## src/rtl/dpc_pkg.sv

```systemverilog
// dpc_pkg: shared latency, window-geometry helpers and pixel-select macro for dpc_win
`ifndef DPC_PKG_SV
`define DPC_PKG_SV

`define DPC_PIX(bus, c, r, rows, dw) bus[((c)*(rows)+(r))*(dw) +: (dw)]

package dpc_pkg;

    localparam int LAT = 3;

    function automatic int ctr_col(input int cols);
        return cols / 2;
    endfunction

    function automatic int ctr_row(input int rows);
        return rows / 2;
    endfunction

    // Centre is never a neighbour; RAW_MODE keeps only same-Bayer-colour taps (even offsets)
    function automatic bit is_nbr(input int c, input int r, input int cols, input int rows, input int raw);
        int dc;
        int dr;
        dc = c - ctr_col(cols);
        dr = r - ctr_row(rows);
        return !(dc == 0 && dr == 0) && (raw == 0 || (dc % 2 == 0 && dr % 2 == 0));
    endfunction

    // Packed slot of a neighbour = number of neighbours preceding it in window order
    function automatic int nbr_idx(input int c, input int r, input int cols, input int rows, input int raw);
        int n;
        n = 0;
        for (int i = 0; i < c * rows + r; i++)
            if (is_nbr(i / rows, i % rows, cols, rows, raw))
                n++;
        return n;
    endfunction

endpackage

`endif

```

## src/rtl/dpc_minmax.sv

```systemverilog
// dpc_minmax: combinational min/max over N packed DW-bit unsigned values
module dpc_minmax #(
    parameter int N  = 24,
    parameter int DW = 8
) (
    input  logic [N*DW-1:0] d,
    output logic [DW-1:0]   mn,
    output logic [DW-1:0]   mx
);

    // Running min/max reduction across all inputs
    always_comb begin
        mn = d[DW-1:0];
        mx = d[DW-1:0];
        for (int i = 1; i < N; i++) begin
            mn = d[i*DW +: DW] < mn ? d[i*DW +: DW] : mn;
            mx = d[i*DW +: DW] > mx ? d[i*DW +: DW] : mx;
        end
    end

endmodule

```

## src/rtl/dpc_win.sv

```systemverilog
// dpc_win: 3-stage defect-pixel correction of the window centre; DPC_STAT_EN adds a per-frame defect count
module dpc_win
    import dpc_pkg::*;
#(
    parameter int DBUF_DW   = 8,
    parameter int KRNV_SZ   = 5,
    parameter int ODATA_RNG = 5,
    parameter int RAW_MODE  = 0,
    parameter int THR_DW    = 8,
    parameter int CNT_DW    = 20
) (
    input  logic                                   clk,
    input  logic                                   rst_n,
    input  logic [DBUF_DW*KRNV_SZ*ODATA_RNG-1:0]   i_data,
    input  logic                                   i_dvld,
    input  logic                                   i_vstr,
    input  logic                                   i_hstr,
    input  logic                                   i_hend,
    input  logic                                   i_vend,
    input  logic                                   i_en,
    input  logic [THR_DW-1:0]                      i_thr,
    output logic [DBUF_DW-1:0]                     o_data,
    output logic                                   o_dvld,
    output logic                                   o_vstr,
    output logic                                   o_hstr,
    output logic                                   o_hend,
    output logic                                   o_vend,
    output logic [CNT_DW-1:0]                      o_dpc_cnt
);

    localparam int NB = nbr_idx(ODATA_RNG, 0, ODATA_RNG, KRNV_SZ, RAW_MODE);
    localparam int CC = ctr_col(ODATA_RNG);
    localparam int CR = ctr_row(KRNV_SZ);
    localparam int CW = DBUF_DW + THR_DW + 1;

    logic [DBUF_DW*KRNV_SZ*ODATA_RNG-1:0] s1_data;
    logic                                 s1_en;
    logic [THR_DW-1:0]                    s1_thr;
    logic [4:0]                           sync_q [LAT];
    logic [NB*DBUF_DW-1:0]                nbrs;
    logic [DBUF_DW-1:0]                   nb_min, nb_max;
    logic [DBUF_DW-1:0]                   s2_ctr, s2_min, s2_max;
    logic                                 s2_en;
    logic [THR_DW-1:0]                    s2_thr;
    logic                                 hot, cold;
    logic [DBUF_DW-1:0]                   out_px;

    // Sync pipe {vend,hend,hstr,vstr,dvld}; strobes are masked when the window is not valid
    always_ff @(posedge clk) begin
        if (!rst_n) begin
            for (int i = 0; i < LAT; i++) sync_q[i] <= '0;
        end else begin
            sync_q[0] <= i_dvld ? {i_vend, i_hend, i_hstr, i_vstr, 1'b1} : 5'b0;
            for (int i = 1; i < LAT; i++) sync_q[i] <= sync_q[i-1];
        end
    end

    assign {o_vend, o_hend, o_hstr, o_vstr, o_dvld} = sync_q[LAT-1];

    // S1: capture window and controls
    always_ff @(posedge clk) begin
        if (!rst_n) begin
            s1_data <= '0;
            s1_en   <= 1'b0;
            s1_thr  <= '0;
        end else if (i_dvld) begin
            s1_data <= i_data;
            s1_en   <= i_en;
            s1_thr  <= i_thr;
        end
    end

    for (genvar c = 0; c < ODATA_RNG; c++) begin : g_col
        for (genvar r = 0; r < KRNV_SZ; r++) begin : g_row
            if (is_nbr(c, r, ODATA_RNG, KRNV_SZ, RAW_MODE)) begin : g_nb
                assign nbrs[nbr_idx(c, r, ODATA_RNG, KRNV_SZ, RAW_MODE)*DBUF_DW +: DBUF_DW] =
                    `DPC_PIX(s1_data, c, r, KRNV_SZ, DBUF_DW);
            end
        end
    end

    dpc_minmax #(.N(NB), .DW(DBUF_DW)) u_minmax (
        .d  (nbrs),
        .mn (nb_min),
        .mx (nb_max)
    );

    // S2: register centre and neighbour extremes
    always_ff @(posedge clk) begin
        if (!rst_n) begin
            s2_ctr <= '0;
            s2_min <= '0;
            s2_max <= '0;
            s2_en  <= 1'b0;
            s2_thr <= '0;
        end else if (sync_q[0][0]) begin
            s2_ctr <= `DPC_PIX(s1_data, CC, CR, KRNV_SZ, DBUF_DW);
            s2_min <= nb_min;
            s2_max <= nb_max;
            s2_en  <= s1_en;
            s2_thr <= s1_thr;
        end
    end

    // Outlier decision in a widened domain so max+thr and ctr+thr cannot wrap
    always_comb begin
        hot    = s2_en && CW'(s2_ctr) > CW'(s2_max) + CW'(s2_thr);
        cold   = s2_en && CW'(s2_ctr) + CW'(s2_thr) < CW'(s2_min);
        out_px = hot ? s2_max : cold ? s2_min : s2_ctr;
    end

    // S3: corrected pixel, held across bubbles
    always_ff @(posedge clk) begin
        if (!rst_n) o_data <= '0;
        else if (sync_q[1][0]) o_data <= out_px;
    end

`ifdef DPC_STAT_EN
    logic [CNT_DW-1:0] cnt, cnt_base, cnt_nxt;

    // Frame defect count restarts on vstr and saturates at all-ones
    always_comb begin
        cnt_base = sync_q[1][1] ? '0 : cnt;
        cnt_nxt  = (hot || cold) && ~&cnt_base ? cnt_base + CNT_DW'(1) : cnt_base;
    end

    // Running count, published on vend including that pixel's defect
    always_ff @(posedge clk) begin
        if (!rst_n) begin
            cnt       <= '0;
            o_dpc_cnt <= '0;
        end else if (sync_q[1][0]) begin
            cnt <= cnt_nxt;
            if (sync_q[1][4]) o_dpc_cnt <= cnt_nxt;
        end
    end
`else
    assign o_dpc_cnt = '0;
`endif

endmodule

```

## config.mk

```make
export PLATFORM = sky130hd
export DESIGN_NAME = dpc_win
export DESIGN_NICKNAME = d
export VERILOG_FILES = /design/src/rtl/dpc_pkg.sv /design/src/rtl/dpc_minmax.sv /design/src/rtl/dpc_win.sv
export SDC_FILE = /design/constraint.sdc
export NUM_CORES = 1
export LEC_CHECK = 0
export CAP_MARGIN = 20
export CELL_PAD_IN_SITES_DETAIL_PLACEMENT = 0
export CELL_PAD_IN_SITES_GLOBAL_PLACEMENT = 1
export CORE_ASPECT_RATIO = 0.6
export CORE_MARGIN = 3
export CORE_UTILIZATION = 48
export DETAILED_ROUTE_END_ITERATION = 12
export GPL_ROUTABILITY_DRIVEN = 1
export PLACE_DENSITY = 0.95
export REMOVE_ABC_BUFFERS = 1
export SLEW_MARGIN = 20
export SYNTH_ARGS = -nofsm -noshare
export SYNTH_HDL_FRONTEND = slang
export SYNTH_SLANG_ARGS = --single-unit
```

## constraint.sdc

```tcl
create_clock -name clk -period 82.6 [get_ports clk]
set_clock_uncertainty 0.1 [all_clocks]
set_input_delay 8.26 -clock clk [delete_from_list [all_inputs] [get_ports clk]]
set_output_delay 8.26 -clock clk [all_outputs]
set_load 0.1 [all_outputs]
```

Yosys cells after proc, flatten, opt, wreduce, memory -nomap -nowiden
Memories as Yosys holds them, arrays and structs flattened.
Cells that the tools add are included.
{"block": "totals", "register_bits": 250, "ramBits": 15, "output_inout_bits": 33, "wordCells": 119, "mem_count": 1}
{"name": "sync_q", "depth": 3, "width": 5, "rd": 3, "rd_clocked_by_memory_dff": 0, "write_ports": 3, "line_no": "dpc_win.sv:39", "rtl": "logic [4:0] sync_q [LAT];"}
{"block": "op_classes", "n_addsub": 2, "n_lt_le_gt_ge": 48, "muxes": 54, "bitwise": 3, "reduce_logical": 2}
{"cell": "2-to-1 mux 8 bit", "n": 48}
{"cell": "greater-than comparator 8 bit", "n": 23}
{"cell": "< comparator 8 bit", "n": 23}
{"cell": "2-to-1 mux 5 bit", "n": 4}
{"cell": "adder 8 x 8 -> 9 bit", "n": 2}
{"cell": "greater-than comparator 8 x 9 -> 1 bit", "n": 1}
{"cell": "< comparator 9 x 8 -> 1 bit", "n": 1}
{"cell": "OR 1 bit", "n": 3}
{"cell": "logical AND 1 bit", "n": 2}
{"cell": "2-to-1 mux 1 bit", "n": 2}

Logic depth before layout (Yosys ltp)
Gate-level depths: netlist of the first run.
{"block": "logic_depth", "ltp_word": 46, "depth_mapped": 257, "depth_no_buf": 239}

Cells and area by module
A second synthesis of the first run with hierarchy kept.
{"block": "hier_totals", "cells_unflattened": 3053, "area_unflattened_um2": 25409.4}
{"mod": "dpc_minmax", "instances": 1, "cells_each": 2057, "area_per_inst_um2": 14453.9, "seq_area_each_um2": 0.0}
{"mod": "dpc_win", "instances": 1, "cells_each": 996, "area_per_inst_um2": 10955.5, "seq_area_each_um2": 5305.1}

Worst setup path before layout of the first run
OpenSTA, ideal clock, no wires.
{"block": "synth_timing", "path_type": "flip-flop to flip-flop", "from": "register s1_data[7]", "to": "register s2_max[1]", "setup_time_ns": 0.091, "t_arrival_ns": 42.600, "required_time_ns": 82.409, "setup_slack_ns": 39.809, "stages_incl_launch_ff": 243, "synth_period_minus_slack_ns": 42.791, "path_cell_list": "dfxtp_1 -> inv_1 -> ha_1 -> nand4_1 -> or2_1 -> o211ai_1 -> nand2_1 -> mux2i_1 -> ha_1 -> a21o_1 -> a21oi_1 -> o21a_1 -> o21a_1 -> a21oi_1 -> a21oi_1 -> clkbuf_1 -> nor2_1 -> a21oi_1 -> [... 207 more ...] -> ha_1 -> a21o_1 -> a21o_1 -> a21oi_1 -> o21a_1 -> inv_1 -> o211ai_4 -> mux2_4 -> ha_1 -> o21a_1 -> o21ai_0 -> nand2b_1 -> a21oi_1 -> nor2_1 -> a211oi_1 -> a21oi_1 -> or2_1 -> a311oi_1"}
{"block": "synth_via", "elab_chain_cells": 46}
{"item": "start, declared", "line_no": "dpc_win.sv:36", "rtl": "logic [DBUF_DW*KRNV_SZ*ODATA_RNG-1:0] s1_data;"}
{"item": "start signal, assigned", "line_no": "dpc_win.sv:67", "rtl": "s1_data <= i_data;"}
{"item": "greater-than comparator 8 bit", "line_no": "dpc_minmax.sv:17", "rtl": "mx = d[i*DW +: DW] > mx ? d[i*DW +: DW] : mx;"}
{"item": "2-to-1 mux 8 bit *", "line_no": "dpc_minmax.sv:17"}
{"item": "greater-than comparator 8 bit", "line_no": "dpc_minmax.sv:17"}
{"item": "2-to-1 mux 8 bit *", "line_no": "dpc_minmax.sv:17"}
{"item": "greater-than comparator 8 bit", "line_no": "dpc_minmax.sv:17"}
{"item": "2-to-1 mux 8 bit *", "line_no": "dpc_minmax.sv:17"}
{"item": "greater-than comparator 8 bit", "line_no": "dpc_minmax.sv:17"}
{"item": "2-to-1 mux 8 bit *", "line_no": "dpc_minmax.sv:17"}
{"item": "[... 30 more ...]"}
{"item": "greater-than comparator 8 bit", "line_no": "dpc_minmax.sv:17"}
{"item": "2-to-1 mux 8 bit *", "line_no": "dpc_minmax.sv:17"}
{"item": "greater-than comparator 8 bit", "line_no": "dpc_minmax.sv:17"}
{"item": "2-to-1 mux 8 bit *", "line_no": "dpc_minmax.sv:17"}
{"item": "greater-than comparator 8 bit", "line_no": "dpc_minmax.sv:17"}
{"item": "2-to-1 mux 8 bit *", "line_no": "dpc_minmax.sv:17"}
{"item": "greater-than comparator 8 bit", "line_no": "dpc_minmax.sv:17"}
{"item": "2-to-1 mux 8 bit *", "line_no": "dpc_minmax.sv:17"}
{"item": "end signal, assigned", "line_no": "dpc_win.sv:99", "rtl": "s2_max <= nb_max;"}
{"item": "end, declared", "line_no": "dpc_win.sv:42", "rtl": "logic [DBUF_DW-1:0] s2_ctr, s2_min, s2_max;"}
Every way passes the cells marked *; elsewhere a longest branch is shown, timed or not.
A chain may end at the register's enable or synchronous reset.

Final worst setup path of the first run
{"block": "layout_timing", "from": "register s1_data[7]", "to": "register s2_max[3]"}
The elaborated chain is that of the path after synthesis.

==> metrics.md, run 1 <==
| Metric | Value |
|---|---|
| Status | finished, final reports clean |
| Hold path depth | 1 |
| Initial antenna violation count | 2 |
| Worst hold start | sync_q[0][2]$_SDFF_PN0_ |
| GPL Wtd Cong | 0.963 |
| Syn avg cell area | 8.20 um2 |
| Hold/Removal Path Class | reg2reg |
| Vias | 22800 |
| Global-route usage over all layers | 26.2% |
| Synthesis Warnings | 0 |
| Final nets | 3772 |
| Arrival @ worst endpoint | 50.92 ns |
| Row cnt | 64 |
| Detailed placement HPWL | 60.6 mm |
| Post-route ant nets | 0 |
| TritonCTS clock tree | done |
| Crit end category | flip-flop |
| I/O pins | 249 |
| Slew headroom | 31.8% |
| Seq cells post-synth | 265 |
| First-pass GRT wire length | 118 mm |
| Via/cell ratio | 5.79 |
| Routed wire length | 74.9 mm |
| Maxcap violations | 0 |
| FFs w/ async S/R, synth | 0% |
| Filler cell count | 4669 |
| Hold endpoint | sync_q[0][7]$_SDFF_PN0_ |
| Final Cycle Share | 61.2% |
| WS Path Type | reg2reg |
| Primary FF master, synth | dfxtp_1 |
| Worst reg-to-reg path cell count | 218 |
| Max Freq | 19.8 MHz |
| Max Root-Sink Buffers | 3 |
| Worst Max-Slew Pin Slew | 1.02 ns |
| Worst path max stage delay | 0.88 ns |
| Post-synth top area share | 21.1% |
| TritonRoute pass-1 iters | 6 |
| WP data required | 82.97 ns |
| Critical path's most frequent cell | a21oi_1 |
| Sequential fraction of the synthesis area | 21.1% |
| Port bufs | 228 |
| Most instantiated cells after synthesis | 332 x mux2i_1, 328 x ha_1, 297 x inv_1 |
| Worst r2r dst | s2_max[3]$_SDFFE_PN0P_ |
| Reg2reg setup slack | 32.05 ns |
| Synth Instances | 3070 |
| Count of final hold-check violations | 0 |
| DRT iter0 DRCs | 1852 |
| RSZ-0062 raised after global routing | no |
| Htree depth | 1 |
| Die footprint | 55300 um2 |
| Core Area | 51400 um2 |
| Layout area overhead | 14.7% |
| Pin count of the biggest net entering global routing | 88 |
| Mapped cell area | 25200 um2 |
| Clk sink count | 265 |
| Gr ovfl total | 0 |
| Resized Gates After CTS | 0 |
| CP max FO | 17 |
| Root Buffer | clkbuf_16 |
| Startpoint Class | flip-flop |
| Share of cells above drive strength 1 | 5.73% |
| WL/cell | 19.0 um |
| R2r startpoint | s1_data[7]$_SDFFE_PN0P_ |
| Insertion delay to the later sink of the worst-skew pair | 0.59 ns |
| Yosys cell types | 100 |
| Most frequent cell after synthesis | mux2i_1 |
| Leading area contributor after synthesis | dfxtp_1 |
| Setup Fix Bufs, Post-CTS | 0 |
| # DRC | 0 |
| Initial core utilization | 49.0% |
| Register clock-pin slew on the reported worst setup and hold paths | 0.06 ns |
| Final Setup Violations | 0 |
| TNS Setup | 0 ns |
| Die Ht | 183 um |
| Vias in the first global route | 21600 |
| Top cells by area, synth | dfxtp_1 21%, ha_1 16%, mux2i_1 13% |
| CP max-delay cell | a211oi_1 |
| Pins Over Slew Limit | 0 |
| TritonCTS Buffers | 28 |
| Hold-fix buffers, CTS | 0 |
| Die Span X | 302 um |
| Number of synthesized flops with an enable pin | 0 |
| Period minus WS final | 50.55 ns |
## cell type report
cell class | instances | area, um2 | area share, %
clock inverters | 13 | 200 | 0.693
clock buffers | 35 | 778 | 2.69
well taps | 693 | 867 | 3.00
flip-flops and latches | 265 | 5310 | 18.4
repair buffers | 238 | 2360 | 8.17
diodes | 2 | 5.00 | 0.0173
inverters | 297 | 1110 | 3.86
multi-input cells | 2396 | 18200 | 63.2
## cell usage in the layout (no fill, tap or decap), types with 20 or more instances in the layout
cell and n:
a21oi_1 194, dfxtp_1 264, o21ai_0 137, nand3_1 43
nand4_1 23, nand2_1 160, o211ai_1 33, a211oi_1 21
mux2_2 77, clkdlybuf4s50_1 226, o21ai_1 21, conb_1 20
nand2b_1 34, a31oi_1 20, inv_1 296, o221ai_1 22
mux2i_1 332, and3_1 34, nor3_1 21, ha_1 328
clkbuf_16 29, and2_1 30, o21a_1 27, nor2_1 242
nor2b_1 190, xnor2_1 24, a21o_1 71
## worst max path at each step
| stage | startpoint | to | depth (start not counted) |
|---|---|---|---|
| finish | s1_data[7]$_SDFFE_PN0P_ | s2_max[3]$_SDFFE_PN0P_ | 218 |
| global route | s1_data[6]$_SDFFE_PN0P_ | s2_max[3]$_SDFFE_PN0P_ | 226 |
| CTS | s1_data[7]$_SDFFE_PN0P_ | s2_max[5]$_SDFFE_PN0P_ | 219 |
| detailed placement | s1_data[7]$_SDFFE_PN0P_ | s2_max[3]$_SDFFE_PN0P_ | 218 |
| global placement | s1_data[7]$_SDFFE_PN0P_ | s2_max[3]$_SDFFE_PN0P_ | 214 |
| floorplan | s1_data[7]$_SDFFE_PN0P_ | s2_max[1]$_SDFFE_PN0P_ | 216 |
## layer usage
| metal | GRT usage, % | wire, um | up-vias |
|---|---|---|---|
| met3 | 4.77 | 5650 | 72 |
| met1 | 40.2 | 37900 | 10700 |
| li1 | - | - | 11300 |
| met4 | 4.67 | 1250 | 2 |
| met5 | 0 | 15 | - |
| met2 | 38.3 | 30100 | 746 |
## logic make-up (layout without fill, tap and decap cells)
family | Yosys count | count (layout) | synth area share, %
XOR/XNOR | 32 | 32 | 1.14
flip-flops | 265 | 265 | 21.1
AND/OR/NAND/NOR | 854 | 854 | 17.3
buffers and inverters | 428 | 583 | 6.71
AO/OA/AOI/OAI | 727 | 727 | 19.5
other | 1 | 22 | 0.0149
multiplexers | 420 | 420 | 17.2
adder cells (fa/ha/maj) | 343 | 343 | 17.0
## state kept, by name (all words and copies together) (netlist names)
signal	cells
o_data	8
s1_data	200
s1_en	1
s1_thr	8
s2_ctr	8
s2_en	1
s2_max	8
s2_min	8
s2_thr	8
sync_q	15
## metrics by stage
step	util (%)	setup slack [ns]	std cells	area, um2	hold slack, ns
floorplan	-	40.33	2958	24700	0.312
global placement	54.2	35.28	3888	27900	0.315
detailed placement	54.2	33.27	3888	27900	0.317
CTS	56.2	33.13	3936	28900	0.331
global route	56.2	27.64	3938	28900	0.349
finish	56.2	32.05	3939	28900	0.333
## worst max-delay path: cells and delay by family, from the launching register on
| kind | cells | cell delay (ns) |
|---|---|---|
| AOI/OAI and AO/OA | 111 | 27.31 |
| adders and majority gates | 28 | 8.49 |
| buffers and inverters | 19 | 1.43 |
| DFF | 1 | 0.35 |
| muxes | 10 | 3.86 |
| and+or+nand+nor | 50 | 8.70 |
Power of run 1 is left out: the tool's default activity adds up to more than one toggle a clock period on the data nets, which glitch-free logic cannot reach.
==> run 2: changes to the inputs <==
- CORE_UTILIZATION: 48 -> 40
- PLACE_DENSITY: 0.95 -> 0.85
- clock period: 82.6 -> 44.7 ns (I/O delays scaled with it)
==> run 2 against run 1 <==
  * Routed wire length increased by 0.58%
  * Setup slack worse by 30 ns
  * Sequential share of layout area is 0.85 points lower
  * Non-clock buffer count increased by 77
  * First-iteration DRC count up 10%
  * Register-to-register slack worse by 30 ns
  * Critical path depth is 3 lower
  * Die area increased by 19%
  * Clock-buffer cell count rose by 3
  * Utilization is 7.0 points lower
  * Via count is 0.43% higher
==> metrics.md, run 2 (same netlist as run 1, synthesis figures left out) <==
| Metric | Value |
|---|---|
| Hold endpoint | sync_q[0][7]$_SDFF_PN0_ (unchanged) |
| Die footprint | 66100 um2 (was 55300 um2) |
| Vias | 22900 (was 22800) |
| First-pass GRT wire length | 117 mm (was 118 mm) |
| WS Path Type | reg2reg (unchanged) |
| Die Ht | 200 um (was 183 um) |
| Die Span X | 330 um (was 302 um) |
| CP max-delay cell | or4_1 (was a211oi_1) |
| Post-route ant nets | 0 (unchanged) |
| I/O pins | 249 (unchanged) |
| DRT iter0 DRCs | 2042 (was 1852) |
| Reg2reg setup slack | 2.27 ns (was 32.05 ns) |
| Commonest non-fill, non-tap cell in the layout | ha_1 (was mux2i_1) |
| Worst hold start | sync_q[0][2]$_SDFF_PN0_ (unchanged) |
| Crit end category | flip-flop (unchanged) |
| Max Root-Sink Buffers | 3 (unchanged) |
| Max FFs per register | 200 (unchanged) |
| WP data required | 45.11 ns (was 82.97 ns) |
| Root Buffer | clkbuf_16 (unchanged) |
| Maxcap violations | 0 (unchanged) |
| Register clock-pin slew on the reported worst setup and hold paths | 0.07 ns (was 0.06 ns) |
| Share of cells above drive strength 1 | 11.4% (was 5.73%) |
| Gr ovfl total | 0 (unchanged) |
| # DRC | 0 (unchanged) |
| TritonRoute pass-1 iters | 5 (was 6) |
| R2r startpoint | s1_data[7]$_SDFFE_PN0P_ (unchanged) |
| Count of final hold-check violations | 0 (unchanged) |
| Routed wire length | 75.3 mm (was 74.9 mm) |
| Worst reg-to-reg path cell count | 215 (was 218) |
| Buf+Inv Stages, Crit Path | 26 (was 19) |
| Row cnt | 70 (was 64) |
| Final Hold Slack | 0.330 ns (was 0.333 ns) |
| Hold path depth | 1 (unchanged) |
| TritonCTS clock tree | done (unchanged) |
| Worst Max-Slew Pin Slew | 1.06 ns (was 1.02 ns) |
| Detailed placement HPWL | 59.3 mm (was 60.6 mm) |
| Period minus WS final | 42.43 ns (was 50.55 ns) |
| WL/cell | 18.1 um (was 19.0 um) |
| GPL Wtd Cong | 0.936 (was 0.963) |
| Global-route usage over all layers | 21.6% (was 26.2%) |
| Status | finished, final reports clean (unchanged) |
| TritonCTS Buffers | 29 (was 28) |
| Arrival @ worst endpoint | 42.85 ns (was 50.92 ns) |
| Critical path's most frequent cell | ha_1 (was a21oi_1) |
| Insertion delay to the later sink of the worst-skew pair | 0.62 ns (was 0.59 ns) |
| Vias in the first global route | 20600 (was 21600) |
| Pin count of the biggest net entering global routing | 74 (was 88) |
| Final Cycle Share | 94.9% (was 61.2%) |
| Antenna Cells | 0 (was 2) |
| Filler cell count | 5928 (was 4669) |
| Startpoint Class | flip-flop (unchanged) |
| Slew headroom | 29.4% (was 31.8%) |
| CP max FO | 12 (was 17) |
| Crit path max-delay family | compound AO/OA/AOI/OAI gates (unchanged) |
| Initial antenna violation count | 1 (was 2) |
| Port bufs | 228 (unchanged) |
| Initial core utilization | 40.9% (was 49.0%) |
| Pins Over Slew Limit | 0 (unchanged) |
| Htree depth | 1 (unchanged) |
| Max Freq | 23.6 MHz (was 19.8 MHz) |
| Hold/Removal Path Class | reg2reg (unchanged) |
| Most frequent cells in the layout | 328 x ha_1, 315 x mux2i_1, 295 x inv_1 (was 332 x mux2i_1, 328 x ha_1, 296 x inv_1) |
| Largest register by flop count | s1_data (unchanged) |
| Hold-fix buffers, CTS | 0 (unchanged) |
| Worst path max stage delay | 0.59 ns (was 0.88 ns) |
| Clk sink count | 265 (unchanged) |
| Post-route setup slack | 2.27 ns (was 32.05 ns) |
| Regs by FF count | s1_data (200), sync_q (15) (unchanged) |
| Worst path depth | 215 (was 218) |
| Pre-CTS WS | -0.772 ns (was 33.27 ns) |
| Core Area | 61600 um2 (was 51400 um2) |
| Via/cell ratio | 5.51 (was 5.79) |
| Worst r2r dst | s2_max[1]$_SDFFE_PN0P_ (was s2_max[3]$_SDFFE_PN0P_) |
| Final Setup Violations | 0 (unchanged) |
| Layout area overhead | 20.4% (was 14.7%) |
| Final nets | 3853 (was 3772) |
-- run 2: cell count changes in the layout (fill, tap and decap cells not counted), moves of 12 or more --
cell,delta
a21oi_1,-24
o21ai_0,-21
mux2i_1,-17
o21ai_1,+12
buf_4,+75
mux2i_2,+14
a21oi_2,+22
-- run 2: cell type report --
class / count / area [um2] / share of cell area [%]
well taps: 828 / 1040 / 3.42
clock inverters: 15 / 214 / 0.706
flip-flops and latches: 265 / 5310 / 17.5
clock buffers: 38 / 830 / 2.74
repair buffers: 315 / 2950 / 9.73
multi-input cells: 2399 / 18800 / 62.2
inverters: 297 / 1110 / 3.68
-- run 2: repair_timing --
item | in CTS | in global routing
setup buffers | 0 | 38
cloned | 0 | 5
resized for setup | 7 | 153
pin swaps | 0 | 22
setup endpoints to repair | 8 | 16
-- run 2: worst max path at each step --
stage / endpoint / slack, ns / start
2_1_floorplan: s2_max[1]$_SDFFE_PN0P_ / 2.43 / s1_data[7]$_SDFFE_PN0P_
6_report: s2_max[1]$_SDFFE_PN0P_ / 2.27 / s1_data[7]$_SDFFE_PN0P_
5_1_grt: s2_max[1]$_SDFFE_PN0P_ / -0.24 / s1_data[6]$_SDFFE_PN0P_
4_1_cts: s2_max[1]$_SDFFE_PN0P_ / 0.02 / s1_data[5]$_SDFFE_PN0P_
3_5_place_dp: s2_max[4]$_SDFFE_PN0P_ / -0.77 / s1_data[5]$_SDFFE_PN0P_
3_3_place_gp: s2_max[0]$_SDFFE_PN0P_ / 0.20 / s1_data[7]$_SDFFE_PN0P_
-- run 2: layer usage --
metal,vias to the layer above,global-route usage (%),routed length (um)
met5,-,0,0
met4,0,2.66,942
met3,61,4.29,5860
met2,755,27.2,27100
met1,10600,36.7,41400
li1,11500,-,-
-- run 2: per-stage QoR --
| stage | util (%) | instances | cell area (um2) | TNS, ns |
|---|---|---|---|---|
| after CTS | 47.8 | 4113 | 29400 | 0 |
| after floorplan | - | 2958 | 24700 | 0 |
| after global placement | 46.0 | 4060 | 28300 | 0 |
| after global routing | 49.2 | 4157 | 30300 | -1.76 |
| after detailed placement | 46.0 | 4060 | 28300 | -5.96 |
| final | 49.2 | 4157 | 30300 | 0 |
Power of run 2 is left out for the same reason.
